**src/rtl/alexnet_pkg.sv**
```systemverilog
// ============================================================================
// alexnet_pkg : shared conv1 constants, scheduler state and pipeline tag types
// Revision    : 1.0
// ============================================================================
`default_nettype none

package alexnet_pkg;

  localparam int KSIZE  = 11;
  localparam int STRIDE = 4;
  localparam int OUT_W  = 55;
  localparam int IMG_W  = 227;
  localparam int ACC_W  = 23;

  localparam int XW = $clog2(OUT_W);
  localparam int AW = $clog2(IMG_W);
  localparam int KW = $clog2(KSIZE);

  typedef enum logic [1:0] {
    S_IDLE  = 2'd0,
    S_ISSUE = 2'd1,
    S_STALL = 2'd2,
    S_DRAIN = 2'd3
  } state_e;

  typedef struct packed {
    logic          first;
    logic          last;
    logic [XW-1:0] x;
  } tag_t;

endpackage

`default_nettype wire

```
**src/rtl/conv_res_fifo.sv**
```systemverilog
// ============================================================================
// conv_res_fifo : 2-entry synchronous result FIFO, push/pop legal together
// Revision      : 1.0
// ============================================================================
`default_nettype none

module conv_res_fifo #(
  parameter int W = 29
) (
  input  logic         clk,
  input  logic         rst,
  input  logic         push,
  input  logic         pop,
  input  logic [W-1:0] wdata,
  output logic [W-1:0] rdata,
  output logic         full,
  output logic         empty
);

  logic [W-1:0] mem_q [2];
  logic [W-1:0] mem_d [2];
  logic         wp_q, wp_d, rp_q, rp_d;
  logic [1:0]   cnt_q, cnt_d;
  logic         do_push, do_pop;

  always_comb begin
    full    = (cnt_q == 2'd2);
    empty   = (cnt_q == 2'd0);
    rdata   = mem_q[rp_q];
    do_pop  = pop && !empty;
    // A full queue still accepts a push when the head leaves in the same cycle
    do_push = push && (!full || do_pop);
    mem_d   = mem_q;
    wp_d    = wp_q;
    rp_d    = rp_q;
    if (do_push) begin
      mem_d[wp_q] = wdata;
      wp_d        = ~wp_q;
    end
    if (do_pop) rp_d = ~rp_q;
    cnt_d = cnt_q + {1'b0, do_push} - {1'b0, do_pop};
  end

  always_ff @(posedge clk) begin
    if (rst) begin
      mem_q[0] <= '0;
      mem_q[1] <= '0;
      wp_q     <= 1'b0;
      rp_q     <= 1'b0;
      cnt_q    <= 2'd0;
    end else begin
      mem_q <= mem_d;
      wp_q  <= wp_d;
      rp_q  <= rp_d;
      cnt_q <= cnt_d;
    end
  end

endmodule

`default_nettype wire

```
**src/rtl/conv_col_sched.sv**
```systemverilog
// ============================================================================
// conv_col_sched : conv1 row sweep sequencer with credit-limited result queue
// Revision       : 1.0
// ============================================================================
`default_nettype none

module conv_col_sched import alexnet_pkg::*; #(
  parameter int KSIZE   = alexnet_pkg::KSIZE,
  parameter int STRIDE  = alexnet_pkg::STRIDE,
  parameter int OUT_W   = alexnet_pkg::OUT_W,
  parameter int IMG_W   = alexnet_pkg::IMG_W,
  parameter int MEM_LAT = 1,
  parameter int ACC_W   = alexnet_pkg::ACC_W
) (
  input  logic                     clk,
  input  logic                     rst,
  input  logic                     start,
  output logic                     busy,
  output logic                     done,
  output logic                     col_req,
  output logic [$clog2(IMG_W)-1:0] col_addr,
  output logic [$clog2(KSIZE)-1:0] filt_idx,
  output logic                     acc_clear,
  input  logic [ACC_W-1:0]         acc_in,
  output logic [ACC_W-1:0]         res_data,
  output logic [$clog2(OUT_W)-1:0] res_x,
  output logic                     res_valid,
  input  logic                     res_ready
);

  localparam int AWL   = $clog2(IMG_W);
  localparam int KWL   = $clog2(KSIZE);
  localparam int XWL   = $clog2(OUT_W);
  localparam int DEPTH = MEM_LAT + 3;

  state_e           state_q, state_d;
  logic [XWL-1:0]   x_q, x_d;
  logic [KWL-1:0]   k_q, k_d;
  logic [1:0]       infl_q, infl_d;
  logic             done_q, done_d;
  tag_t             tag_q [DEPTH];
  tag_t             tag_d [DEPTH];
  logic [DEPTH-1:0] vld_q, vld_d;

  logic             last_col, win_start, credit_ok, push, pop, q_full, q_empty;
  logic [2:0]       used;
  logic [ACC_W+XWL-1:0] q_rdata;

  always_comb begin
    // Occupancy plus windows still in the pipe must stay below two
    used      = (q_full ? 3'd2 : (q_empty ? 3'd0 : 3'd1)) + {1'b0, infl_q};
    credit_ok = (used < 3'd2);
    last_col  = (k_q == KWL'(KSIZE - 1));
    col_req   = (state_q == S_ISSUE) && ((k_q != '0) || credit_ok);
    win_start = col_req && (k_q == '0);
    col_addr  = AWL'(x_q) * AWL'(STRIDE) + AWL'(k_q);
    filt_idx  = k_q;
    acc_clear = vld_q[DEPTH-2] && tag_q[DEPTH-2].first;
    push      = vld_q[DEPTH-1] && tag_q[DEPTH-1].last;
    pop       = res_valid && res_ready;
    busy      = (state_q != S_IDLE);
    done      = done_q;
    res_valid = !q_empty;
    res_data  = q_rdata[ACC_W+XWL-1:XWL];
    res_x     = q_rdata[XWL-1:0];
  end

  always_comb begin
    state_d = state_q;
    x_d     = x_q;
    k_d     = k_q;
    done_d  = 1'b0;
    infl_d  = infl_q + {1'b0, win_start} - {1'b0, push};
    case (state_q)
      S_IDLE:  if (start) state_d = S_ISSUE;
      S_ISSUE: begin
        if (col_req) begin
          if (last_col) begin
            k_d = '0;
            if (x_q == XWL'(OUT_W - 1)) begin
              x_d     = '0;
              state_d = S_DRAIN;
            end else begin
              x_d = x_q + 1'b1;
            end
          end else begin
            k_d = k_q + 1'b1;
          end
        end else begin
          state_d = S_STALL;
        end
      end
      S_STALL: if (credit_ok) state_d = S_ISSUE;
      S_DRAIN: begin
        if (push && (infl_q == 2'd1)) begin
          state_d = S_IDLE;
          done_d  = 1'b1;
        end
      end
      default: state_d = S_IDLE;
    endcase
  end

  // Tag line mirrors the memory + conv_col pipeline one entry per issued column
  always_comb begin
    tag_d[0].first = (k_q == '0);
    tag_d[0].last  = last_col;
    tag_d[0].x     = XW'(x_q);
    vld_d          = {vld_q[DEPTH-2:0], col_req};
    for (int i = 1; i < DEPTH; i++) tag_d[i] = tag_q[i-1];
  end

  always_ff @(posedge clk) begin
    if (rst) begin
      state_q <= S_IDLE;
      x_q     <= '0;
      k_q     <= '0;
      infl_q  <= 2'd0;
      done_q  <= 1'b0;
      vld_q   <= '0;
      for (int i = 0; i < DEPTH; i++) tag_q[i] <= '0;
    end else begin
      state_q <= state_d;
      x_q     <= x_d;
      k_q     <= k_d;
      infl_q  <= infl_d;
      done_q  <= done_d;
      vld_q   <= vld_d;
      tag_q   <= tag_d;
    end
  end

  conv_res_fifo #(
    .W (ACC_W + XWL)
  ) u_fifo (
    .clk   (clk),
    .rst   (rst),
    .push  (push),
    .pop   (pop),
    .wdata ({acc_in, XWL'(tag_q[DEPTH-1].x)}),
    .rdata (q_rdata),
    .full  (q_full),
    .empty (q_empty)
  );

endmodule

`default_nettype wire

```
**config.mk**
```make
export PLATFORM = sky130hd
export DESIGN_NAME = conv_col_sched
export DESIGN_NICKNAME = d
export VERILOG_FILES = /design/src/rtl/alexnet_pkg.sv /design/src/rtl/conv_res_fifo.sv /design/src/rtl/conv_col_sched.sv
export SDC_FILE = /design/constraint.sdc
export NUM_CORES = 1
export LEC_CHECK = 0
export BUFFER_PORTS_ARGS = -buffer_cell sky130_fd_sc_hd__buf_2
export CELL_PAD_IN_SITES_DETAIL_PLACEMENT = 1
export CELL_PAD_IN_SITES_GLOBAL_PLACEMENT = 2
export CORE_ASPECT_RATIO = 1.5
export CORE_UTILIZATION = 34
export DETAILED_ROUTE_END_ITERATION = 8
export HOLD_SLACK_MARGIN = 0.1
export PLACE_DENSITY = 0.8
export SETUP_SLACK_MARGIN = 0.3
export SLEW_MARGIN = 0
export SYNTH_ARGS = -nofsm -noshare
export SYNTH_HDL_FRONTEND = slang
export SYNTH_SLANG_ARGS = --single-unit
```
**constraint.sdc**
```tcl
create_clock -name clk -period 3 [get_ports clk]
set_input_delay 0 -clock clk [delete_from_list [all_inputs] [get_ports clk]]
set_output_delay 0 -clock clk [all_outputs]
set_load 0.05 [all_outputs]
```
==> impl_metrics.ini <==
[final_layout]
num-nets-final = 625
area_growth_syn_to_layout_pct = 22.6
final_cell_mix = 129 x nand2_1, 110 x dfxtp_1, 71 x buf_2
num_antenna_cells = 0
finalInstanceArea_um2 = 5570
fillCellCount = 1533
final_common_cell = nand2_1
drive_gt1_share_pct = 24.1

[floorplan]
die_x_um = 96.4
start_util_pct = 34.9
design.core.area_um2 = 13000
row_count = 51
die_height_um = 144
ios = 73
design.die.area_um2 = 13800

[power_and_ir_drop]
cellLeakagePower_nw = 2.24
p_per_area_nw_per_um2 = 568
peakVddDrop_uv = 271
power.total_mw = 3.16

[timing]
finalSetupTns_ns = 0
finalCritPeriodShare_pct = 89.2
layout_setup_ws_ns = 0.324
timing.hold.ws_ns = 0.120
hold_violations = 0
max_freq_ghz = 0.374
relSlewSlack_pct = 54.4
drv_slew = 0
post-route-min-period_ns = 2.68
rsz0062_at_grt = no
setup_viol = 0
tightest_slew_ns = 0.684
skew_ns = 0.00579

[drt]
vias = 3632
drc = 0
wl_per_cell_um = 14.4
dr.pass1.iters = 4
antenna_left = 0
drt_iter0_drc = 77
viasPerCell = 4.83
wirelength_mm = 10.8

[synthesis]
synth_area_per_cell_um2 = 8.98
ys_seq_area_share_pct = 49.4
yosysWarnings = 0
synthCells = 506
synth-edff-count = 0
async_flop_share_pct = 0
syn_area_um2 = 4540
ys_types = 45
ys_ff_latch = 112
synthFlopType = dfxtp_1
syn_nets = 543

[worst_setup_path]
cp_max_fo = 5
endpoint_kind = flip-flop
crit_required_ns = 3.20
critPathLaunchType = flip-flop
arrival_ns = 2.88
crit_type = flip-flop to flip-flop

[global_route]
grt_max_degree = 70
grt_pass1_vias = 3720
grt_pass1_wl_mm = 17.1
grt_overflow_total = 0
globalRouteTotalUtil_pct = 16.1
antenna_found_initial = 0

[cts]
cts-buffers-inserted = 9
cts_tree = yes
clock-sinks = 112
clockBufferDepth = 2
clk_pin_slew_ns = 0.07
clk_latency_ns = 0.34
clockRootBuffer = clkbuf_16
htreeDepth = 3

[placed_design]
place_area_um2 = 4960
pre_cts_ws_ns = 0.356
port_buffers = 72
hpwl_mm = 6.97
place_congestion = 0.758

[status]
status = finished, final reports clean

[job]
cap_violations = 0

[hold_path]
hold_path_class = input port to flip-flop
final timing paths:
kind / end / from / slack [ns] / cells after the start
setup / recovery: infl_q[1] / u_fifo.cnt_q[0] / 0.32 / 11
setup reg to reg: infl_q[1] / u_fifo.cnt_q[0] / 0.32 / 11
hold reg to reg: tag_q[4] / tag_d[4] / 0.44 / 1
hold / removal: state_q[0] / start / 0.12 / 4
report_power, final:
part           internal [mW]  leakage [nW]  switching [mW]
clock network          0.695         0.143           0.510
registers               1.52         0.906          0.0473
logic                  0.161          1.19           0.223
total                   2.38          2.24           0.780
stage by stage:
stage / std cells / util, %
floorplan: 506 / -
global placement: 710 / 38.1
detailed placement: 710 / 38.1
CTS: 749 / 42.2
global route: 752 / 42.8
finish: 752 / 42.8
what timing repair did:
item	in CTS	in global routing
endpoints found under the hold margin	46	0
setup endpoints to repair	0	1
gates resized for setup	0	13
hold buffers	23	0
setup buffers	0	3
state kept, by name, indices dropped and copies added (netlist names):
name / cells
x_q: 6
u_fifo.wp_q: 1
u_fifo.cnt_q: 2
u_fifo.mem_q: 58
vld_q: 4
tag_d: 24
state_q: 2
u_fifo.rp_q: 1
filt_idx: 4
tag_q: 7
infl_q: 2
done: 1
cell type report:
cell class | count | area, µm² | share of cell area, %
Tap cell | 159 | 199 | 3.57
Timing Repair Buffer | 105 | 668 | 12.0
Clock buffer | 14 | 264 | 4.74
Multi-Input combinational cell | 348 | 2110 | 37.8
Sequential cell | 112 | 2250 | 40.4
Inverter | 12 | 45.0 | 0.809
Clock inverter | 2 | 37.5 | 0.674
critical path, cell delays in order (launching register included):
cell      delay, ns
dfxtp_4        0.36
inv_2          0.06
nand2_1        0.06
fa_2           0.59
a211oi_4       0.09
or4_4          0.53
ha_4           0.28
inv_1          0.04
ha_2           0.17
xnor2_2        0.14
xnor2_1        0.17
nor2_1         0.05
cell usage after synthesis, drive strengths merged, types with 6 or more instances:
library cell  instances  area share (%)
nand2               130              11
dfxtp               112              49
a21oi                65             7.2
nor2b                36             5.0
mux2                 30             7.4
clkbuf               19             2.0
buf                  15             2.3
nor2                 14             1.5
inv                  12            0.99
ha                    8             2.2
nand3                 8            0.88
xnor2                 6             1.2
layer usage:
layer	wire length (µm)	track usage (%)	up-vias	part of all wire, %
met4	123	5.34	0	1.1
met2	5850	30.5	52	54
met1	4500	17.1	1746	42
li1	-	-	1826	-
met3	359	3.60	8	3.3
met5	0	0	-	0
cells by family after synthesis:
group           share of synthesized area, %
simple gates                            23.0
buf+inv                                 5.34
xor+xnor                                1.93
flops                                   49.4
mux                                     7.88
compound gates                          9.37
fa+ha+maj                               3.09
Note: power is estimated with default switching activity, not from simulation.
